File: config.mk
export PLATFORM = sky130hd
export DESIGN_NAME = vga_timing_generator
export DESIGN_NICKNAME = d
export VERILOG_FILES = /design/src/rtl/vga_timing_pkg.sv /design/src/rtl/pixel_enable_divider.sv /design/src/rtl/vga_timing_generator.sv
export SDC_FILE = /design/constraint.sdc
export NUM_CORES = 1
export LEC_CHECK = 0
export CORE_UTILIZATION = 51
export CTS_CLUSTER_SIZE = 16
export DETAILED_ROUTE_END_ITERATION = 10
export GPL_TIMING_DRIVEN = 1
export PLACE_DENSITY = 0.76
export SLEW_MARGIN = 10
export SYNTH_ARGS = -nofsm -noshare
export SYNTH_HDL_FRONTEND = slang
export SYNTH_HIERARCHICAL = 1
export SYNTH_SLANG_ARGS = --single-unit
export TNS_END_PERCENT = 5
File: constraint.sdc
create_clock -name clk -period 2.59 [get_ports clk]
set_input_delay 0.518 -clock clk [delete_from_list [all_inputs] [get_ports clk]]
set_output_delay 0.518 -clock clk [all_outputs]
set_load 0.005 [all_outputs]
File: src/rtl/vga_timing_pkg.sv
// Shared 640x480@60 Hz VGA timing constants and sync-window helpers.
// Provides default porch/sync widths, derived totals, the coordinate width
// and functions that turn visible/front/sync widths into sync windows.
package vga_timing_pkg;

    localparam int unsigned COORD_W   = 10;
    localparam int unsigned COORD_MAX = 1 << COORD_W;

    localparam int unsigned DEF_H_VISIBLE = 640;
    localparam int unsigned DEF_H_FRONT   = 16;
    localparam int unsigned DEF_H_SYNC    = 96;
    localparam int unsigned DEF_H_BACK    = 48;
    localparam int unsigned DEF_H_TOTAL   = DEF_H_VISIBLE + DEF_H_FRONT + DEF_H_SYNC + DEF_H_BACK;

    localparam int unsigned DEF_V_VISIBLE = 480;
    localparam int unsigned DEF_V_FRONT   = 10;
    localparam int unsigned DEF_V_SYNC    = 2;
    localparam int unsigned DEF_V_BACK    = 33;
    localparam int unsigned DEF_V_TOTAL   = DEF_V_VISIBLE + DEF_V_FRONT + DEF_V_SYNC + DEF_V_BACK;

    // First coordinate inside the sync pulse.
    function automatic int unsigned sync_start(input int unsigned visible,
                                               input int unsigned front);
        return visible + front;
    endfunction

    // Last coordinate inside the sync pulse (inclusive).
    function automatic int unsigned sync_end(input int unsigned visible,
                                             input int unsigned front,
                                             input int unsigned sync);
        return visible + front + sync - 1;
    endfunction

endpackage

File: src/rtl/pixel_enable_divider.sv
// Pixel-enable strobe generator.
// Ports: clk, rst_n (async active-low), pix_en (high for the last system
// clock of every CLK_DIV-cycle pixel period; constantly high when CLK_DIV=1).
module pixel_enable_divider #(
    parameter int unsigned CLK_DIV = 2
) (
    input  logic clk,
    input  logic rst_n,
    output logic pix_en
);

    localparam int unsigned     CNT_W    = (CLK_DIV > 1) ? $clog2(CLK_DIV) : 1;
    localparam logic [CNT_W-1:0] CNT_LAST = CNT_W'(CLK_DIV - 1);

    logic [CNT_W-1:0] div_cnt_q;
    logic [CNT_W-1:0] div_cnt_d;

    // Modulo-CLK_DIV counter.
    always_comb begin
        div_cnt_d = div_cnt_q + 1'b1;
        if (div_cnt_q == CNT_LAST) begin
            div_cnt_d = '0;
        end
    end

    always_ff @(posedge clk or negedge rst_n) begin
        if (!rst_n) begin
            div_cnt_q <= '0;
        end else begin
            div_cnt_q <= div_cnt_d;
        end
    end

    // Decoded from the counter so it is valid (and correct) during reset too.
    assign pix_en = (div_cnt_q == CNT_LAST);

endmodule

File: src/rtl/vga_timing_generator.sv
// VGA raster timing generator (640x480@60 Hz by default).
// Ports: clk, rst_n (async active-low); pix_en strobe; current_pixel_x/y
// raster coordinates; hsync/vsync (polarity set by SYNC_ACTIVE_LOW);
// video_on (visible area); frame_tick (one clk on last pixel of a frame).
module vga_timing_generator
    import vga_timing_pkg::*;
#(
    parameter int unsigned CLK_DIV         = 2,
    parameter int unsigned H_VISIBLE       = DEF_H_VISIBLE,
    parameter int unsigned H_FRONT         = DEF_H_FRONT,
    parameter int unsigned H_SYNC          = DEF_H_SYNC,
    parameter int unsigned H_BACK          = DEF_H_BACK,
    parameter int unsigned V_VISIBLE       = DEF_V_VISIBLE,
    parameter int unsigned V_FRONT         = DEF_V_FRONT,
    parameter int unsigned V_SYNC          = DEF_V_SYNC,
    parameter int unsigned V_BACK          = DEF_V_BACK,
    parameter bit          SYNC_ACTIVE_LOW = 1'b1
) (
    input  logic               clk,
    input  logic               rst_n,
    output logic               pix_en,
    output logic [COORD_W-1:0] current_pixel_x,
    output logic [COORD_W-1:0] current_pixel_y,
    output logic               hsync,
    output logic               vsync,
    output logic               video_on,
    output logic               frame_tick
);

    localparam int unsigned H_TOTAL = H_VISIBLE + H_FRONT + H_SYNC + H_BACK;
    localparam int unsigned V_TOTAL = V_VISIBLE + V_FRONT + V_SYNC + V_BACK;

    localparam logic [COORD_W-1:0] X_LAST   = COORD_W'(H_TOTAL - 1);
    localparam logic [COORD_W-1:0] Y_LAST   = COORD_W'(V_TOTAL - 1);
    localparam logic [COORD_W-1:0] X_VIS    = COORD_W'(H_VISIBLE);
    localparam logic [COORD_W-1:0] Y_VIS    = COORD_W'(V_VISIBLE);
    localparam logic [COORD_W-1:0] HS_START = COORD_W'(sync_start(H_VISIBLE, H_FRONT));
    localparam logic [COORD_W-1:0] HS_END   = COORD_W'(sync_end(H_VISIBLE, H_FRONT, H_SYNC));
    localparam logic [COORD_W-1:0] VS_START = COORD_W'(sync_start(V_VISIBLE, V_FRONT));
    localparam logic [COORD_W-1:0] VS_END   = COORD_W'(sync_end(V_VISIBLE, V_FRONT, V_SYNC));

    localparam logic SYNC_ON  = SYNC_ACTIVE_LOW ? 1'b0 : 1'b1;
    localparam logic SYNC_OFF = ~SYNC_ON;

    // Reject timings the 10-bit counters cannot represent.
    if (H_TOTAL > COORD_MAX) begin : g_bad_h_total
        $error("vga_timing_generator: H_TOTAL exceeds coordinate range");
    end
    if (V_TOTAL > COORD_MAX) begin : g_bad_v_total
        $error("vga_timing_generator: V_TOTAL exceeds coordinate range");
    end
    if (CLK_DIV < 1 || CLK_DIV > 8) begin : g_bad_clk_div
        $error("vga_timing_generator: CLK_DIV must be 1..8");
    end

    logic               pix_en_w;
    logic [COORD_W-1:0] x_q, x_d;
    logic [COORD_W-1:0] y_q, y_d;
    logic               hsync_q, hsync_d;
    logic               vsync_q, vsync_d;
    logic               video_on_q, video_on_d;

    pixel_enable_divider #(
        .CLK_DIV (CLK_DIV)
    ) u_pixel_enable_divider (
        .clk    (clk),
        .rst_n  (rst_n),
        .pix_en (pix_en_w)
    );

    // Raster counters plus sync/blank decoded from the next coordinates,
    // so the registered flags change on the same edge as x/y.
    always_comb begin
        x_d = x_q;
        y_d = y_q;
        if (pix_en_w) begin
            if (x_q == X_LAST) begin
                x_d = '0;
                if (y_q == Y_LAST) begin
                    y_d = '0;
                end else begin
                    y_d = y_q + 1'b1;
                end
            end else begin
                x_d = x_q + 1'b1;
            end
        end

        hsync_d    = (x_d >= HS_START && x_d <= HS_END) ? SYNC_ON : SYNC_OFF;
        vsync_d    = (y_d >= VS_START && y_d <= VS_END) ? SYNC_ON : SYNC_OFF;
        video_on_d = (x_d < X_VIS) && (y_d < Y_VIS);
    end

    always_ff @(posedge clk or negedge rst_n) begin
        if (!rst_n) begin
            x_q        <= '0;
            y_q        <= '0;
            hsync_q    <= SYNC_OFF;
            vsync_q    <= SYNC_OFF;
            video_on_q <= 1'b0;
        end else begin
            x_q        <= x_d;
            y_q        <= y_d;
            hsync_q    <= hsync_d;
            vsync_q    <= vsync_d;
            video_on_q <= video_on_d;
        end
    end

    assign pix_en          = pix_en_w;
    assign current_pixel_x = x_q;
    assign current_pixel_y = y_q;
    assign hsync           = hsync_q;
    assign vsync           = vsync_q;
    assign video_on        = video_on_q;
    // Qualified with pix_en so it lasts one clk although (last x, last y) spans CLK_DIV clks.
    assign frame_tick      = pix_en_w && (x_q == X_LAST) && (y_q == Y_LAST);

endmodule

==> results.txt <==
Critical path origin = current_pixel_y[1]$_DFF_PN0_
met2 wire length = 1640 um
Max stage delay cell, worst path = or4b_4
via count = 1237
most frequent standard cell in the layout excluding fill and tap cells = clkdlybuf4s50_1
share of cells above drive strength 1 = 22.1%
Highest Signal Layer = met4
I/O pin cnt = 27
input/output buffers = 26
Worst slew margin = 73.1%
floorplan core area = 0.00254 mm2
Synth area leader = dfrtp_1
run status = finished, final reports clean
FFs w/ async S/R, synth = 100%
num rows = 18
post-route ant nets = 0
unrepaired setup endpoints after global routing = false
weighted congestion reported at the end of routability-driven placement = 0.897
global-route wire length before repair = 5390 um
crit-path max cell delay = 0.47 ns
CTS clk-pin slew, worst paths = 0.13 ns
antenna violations before repair = 0
Hold WC Path Type = in -> async
upper clock frequency limit = 411 MHz
Final Max Slew Viols = 0
routed wire length per instance = 15.7 um
proportion of netlist area held by the largest area contributor = 39.1%
prevailing post-synth register cell = dfrtp_1
global routing usage summed across all routing layers = 26.3%
insertion delay to the later sink of the worst-skew pair = 0.32 ns
highest fanout seen on the critical path = 2
width of the die = 54.5 um
min cycle time layout = 2.43 ns
Max-Cap Viols = 0
post-synthesis area per instance = 10.1 um2
Synthesized Nets = 145
clock root cell = clkbuf_4
pin count of the biggest net entering global routing = 25
maximum vdd ir drop = 0.000331 V
count of clock tree sinks = 24
flip-flop and latch count after synthesis = 24
transition time at the pin with the least slew margin = 0.402 ns
number of global-route vias before repair = 1185
filler cell count = 203
post-DR vias/cell = 5.86
height of the chip = 54.5 um
worst setup path class = reg -> out
combined area of all synthesized cells = 0.00141 mm2
synth top area cells = dfrtp_1, o21ai_0, dfstp_2
Iter 0 DRT Violations = 26
met3 routed WL = 127 um
list of cells traversed by the critical path = inv_2 -> ha_1 -> or4b_4 -> nor4_4 -> and2_4 -> clkbuf_2
cells after synthesis = 140
worst-case clock buffer depth = 2
final count of negative-setup-slack endpoints = 0
total routed wire length on the met1 layer = 1480 um
required time of the worst setup path = 2.07 ns
crit path capture = frame_tick
Final Hold Vio Count = 0
final routed DRC violation total = 0
power density over cell area = 320 mW/mm2
number of nets in the final layout = 187
residual overflow from global routing = 0
most frequent cells in the layout = clkdlybuf4s50_1, dfrtp_1, buf_4, nand2_1, o21ai_0
Cell Count Post-Placement = 204
Max H-tree Level = 1
worst-case clock skew = 0.00164 ns
Yosys warnings = 6
data arrival time of the critical path = 1.91 ns
synthesis-to-finish area growth = 30.0%
number of standard cells in the final layout excluding fillers = 211
Antenna Diode Count = 0
crit path buf inv count = 2
TNS Setup = 0 ns
TritonCTS clock tree = built
fin crit share = 93.9%
DPL Wire Length = 2440 um
Die Area = 0.00297 mm2
Initial Util = 55.3%
CP Launch Type = register
Reg-to-Reg End = video_on$_DFF_PN0_
Critical R2R Launch = current_pixel_y[1]$_DFF_PN0_
setup slack on the worst flop-to-flop path = 0.36 ns
type of destination of the critical path = output port
count of cell types in the netlist = 52
leak pwr = 0.814 nW
Post-synth EDFFs = 0
number of detailed-routing iterations run before antenna repair = 4
Crit path depth = 6
sequential share of the synthesized area = 42.8%
crit-path leading delay family = simple AND/OR/NAND/NOR gates
sum of routed wire length over all layers = 3310 um
worst reg-to-reg path cell count = 9
CTS buffer count = 3
[worst reg2reg max path, stage by stage (launching register included)]
cell,delay (ns)
dfrtp_1,0.39
buf_4,0.11
buf_4,0.08
buf_4,0.11
ha_1,0.19
nand4_1,0.17
or2_2,0.35
or4b_1,0.49
o211ai_2,0.12
a311oi_2,0.12
[cells in the mapped netlist (all sizes together), types with 3 or more instances]
cell type and number:
or3 4, buf 5, dfrtp 22, nand2 11, xnor2 3, o21ai 11, nand4 9, nor3 3
nand3 6, inv 7, or2 3, a21oi 5, xor2 5, ha 3, nor2 9
[how the worst min path moves through the flow]
stage	slack (ns)	depth (start not counted)	endpoint	from
2_1_floorplan	0.22	0	current_pixel_x[0]$_DFF_PN0_	rst_n
3_3_place_gp	0.55	1	u_pixel_enable_divider/pix_en$_DFF_PN0_	u_pixel_enable_divider/pix_en$_DFF_PN0_
3_5_place_dp	0.56	2	current_pixel_y[0]$_DFF_PN0_	current_pixel_y[0]$_DFF_PN0_
4_1_cts	0.55	2	current_pixel_x[0]$_DFF_PN0_	rst_n
5_1_grt	0.57	2	current_pixel_x[1]$_DFF_PN0_	rst_n
6_report	0.54	2	current_pixel_x[0]$_DFF_PN0_	rst_n
[layout make-up]
type	count	area [um2]	share of cell area [%]
Multi-Input combinational cell	104	751	41.0
Sequential cell	24	603	33.0
Timing Repair Buffer	42	375	20.5
Tap cell	30	37.5	2.05
Clock buffer	4	36.3	1.98
Inverter	7	26.3	1.44
[cells by family (layout without fill, tap and decap cells)]
group / Yosys count / count (layout) / synth area share, %
AND/OR/NAND/NOR: 62 / 62 / 29.2
AO/OA/AOI/OAI: 30 / 30 / 15.7
flip-flops: 24 / 24 / 42.8
buffers and inverters: 12 / 53 / 3.82
XOR/XNOR: 8 / 8 / 4.98
adder cells (fa/ha/maj): 3 / 3 / 2.67
multiplexers: 1 / 1 / 0.711
[sequential cells by signal (all words and copies together), names as in the netlist]
signal                         cells
current_pixel_x                   10
u_pixel_enable_divider/pix_en      1
current_pixel_y                   10
hsync                              1
vsync                              1
video_on                           1
[per-stage QoR]
step	hold slack (ns)	setup WS (ns)	power [mW]	instance area [um2]	util, %
6_report	0.544	0.159	0.585	1830	71.9
5_1_grt	0.573	0.0640	0.600	1830	71.9
4_1_cts	0.551	0.0782	0.591	1820	71.4
3_5_place_dp	0.564	0.106	0.392	1780	69.8
3_3_place_gp	0.547	0.133	0.392	1780	69.8
2_1_floorplan	0.222	0.509	0.382	1410	-
[layer usage]
layer | up-vias | GRT usage (%)
met5 | - | 0
met4 | 0 | 12.8
met3 | 6 | 4.44
met2 | 32 | 45.7
met1 | 597 | 31.0
li1 | 602 | -
[report_power, final]
part / internal, mW / total (mW) / leakage, nW / switching (mW)
logic: 0.00231 / 0.00966 / 0.484 / 0.00735
clock network: 0.0860 / 0.201 / 0.0210 / 0.114
registers: 0.375 / 0.375 / 0.309 / 0
total: 0.463 / 0.585 / 0.814 / 0.122
[what timing repair did]
item,4_1_cts,5_1_grt
setup buffers,1,2
gates resized for setup,1,3
hold buffers,0,0
pin swaps,2,2
endpoints found under the setup margin,1,1
Note: power is estimated with default switching activity, not from simulation.
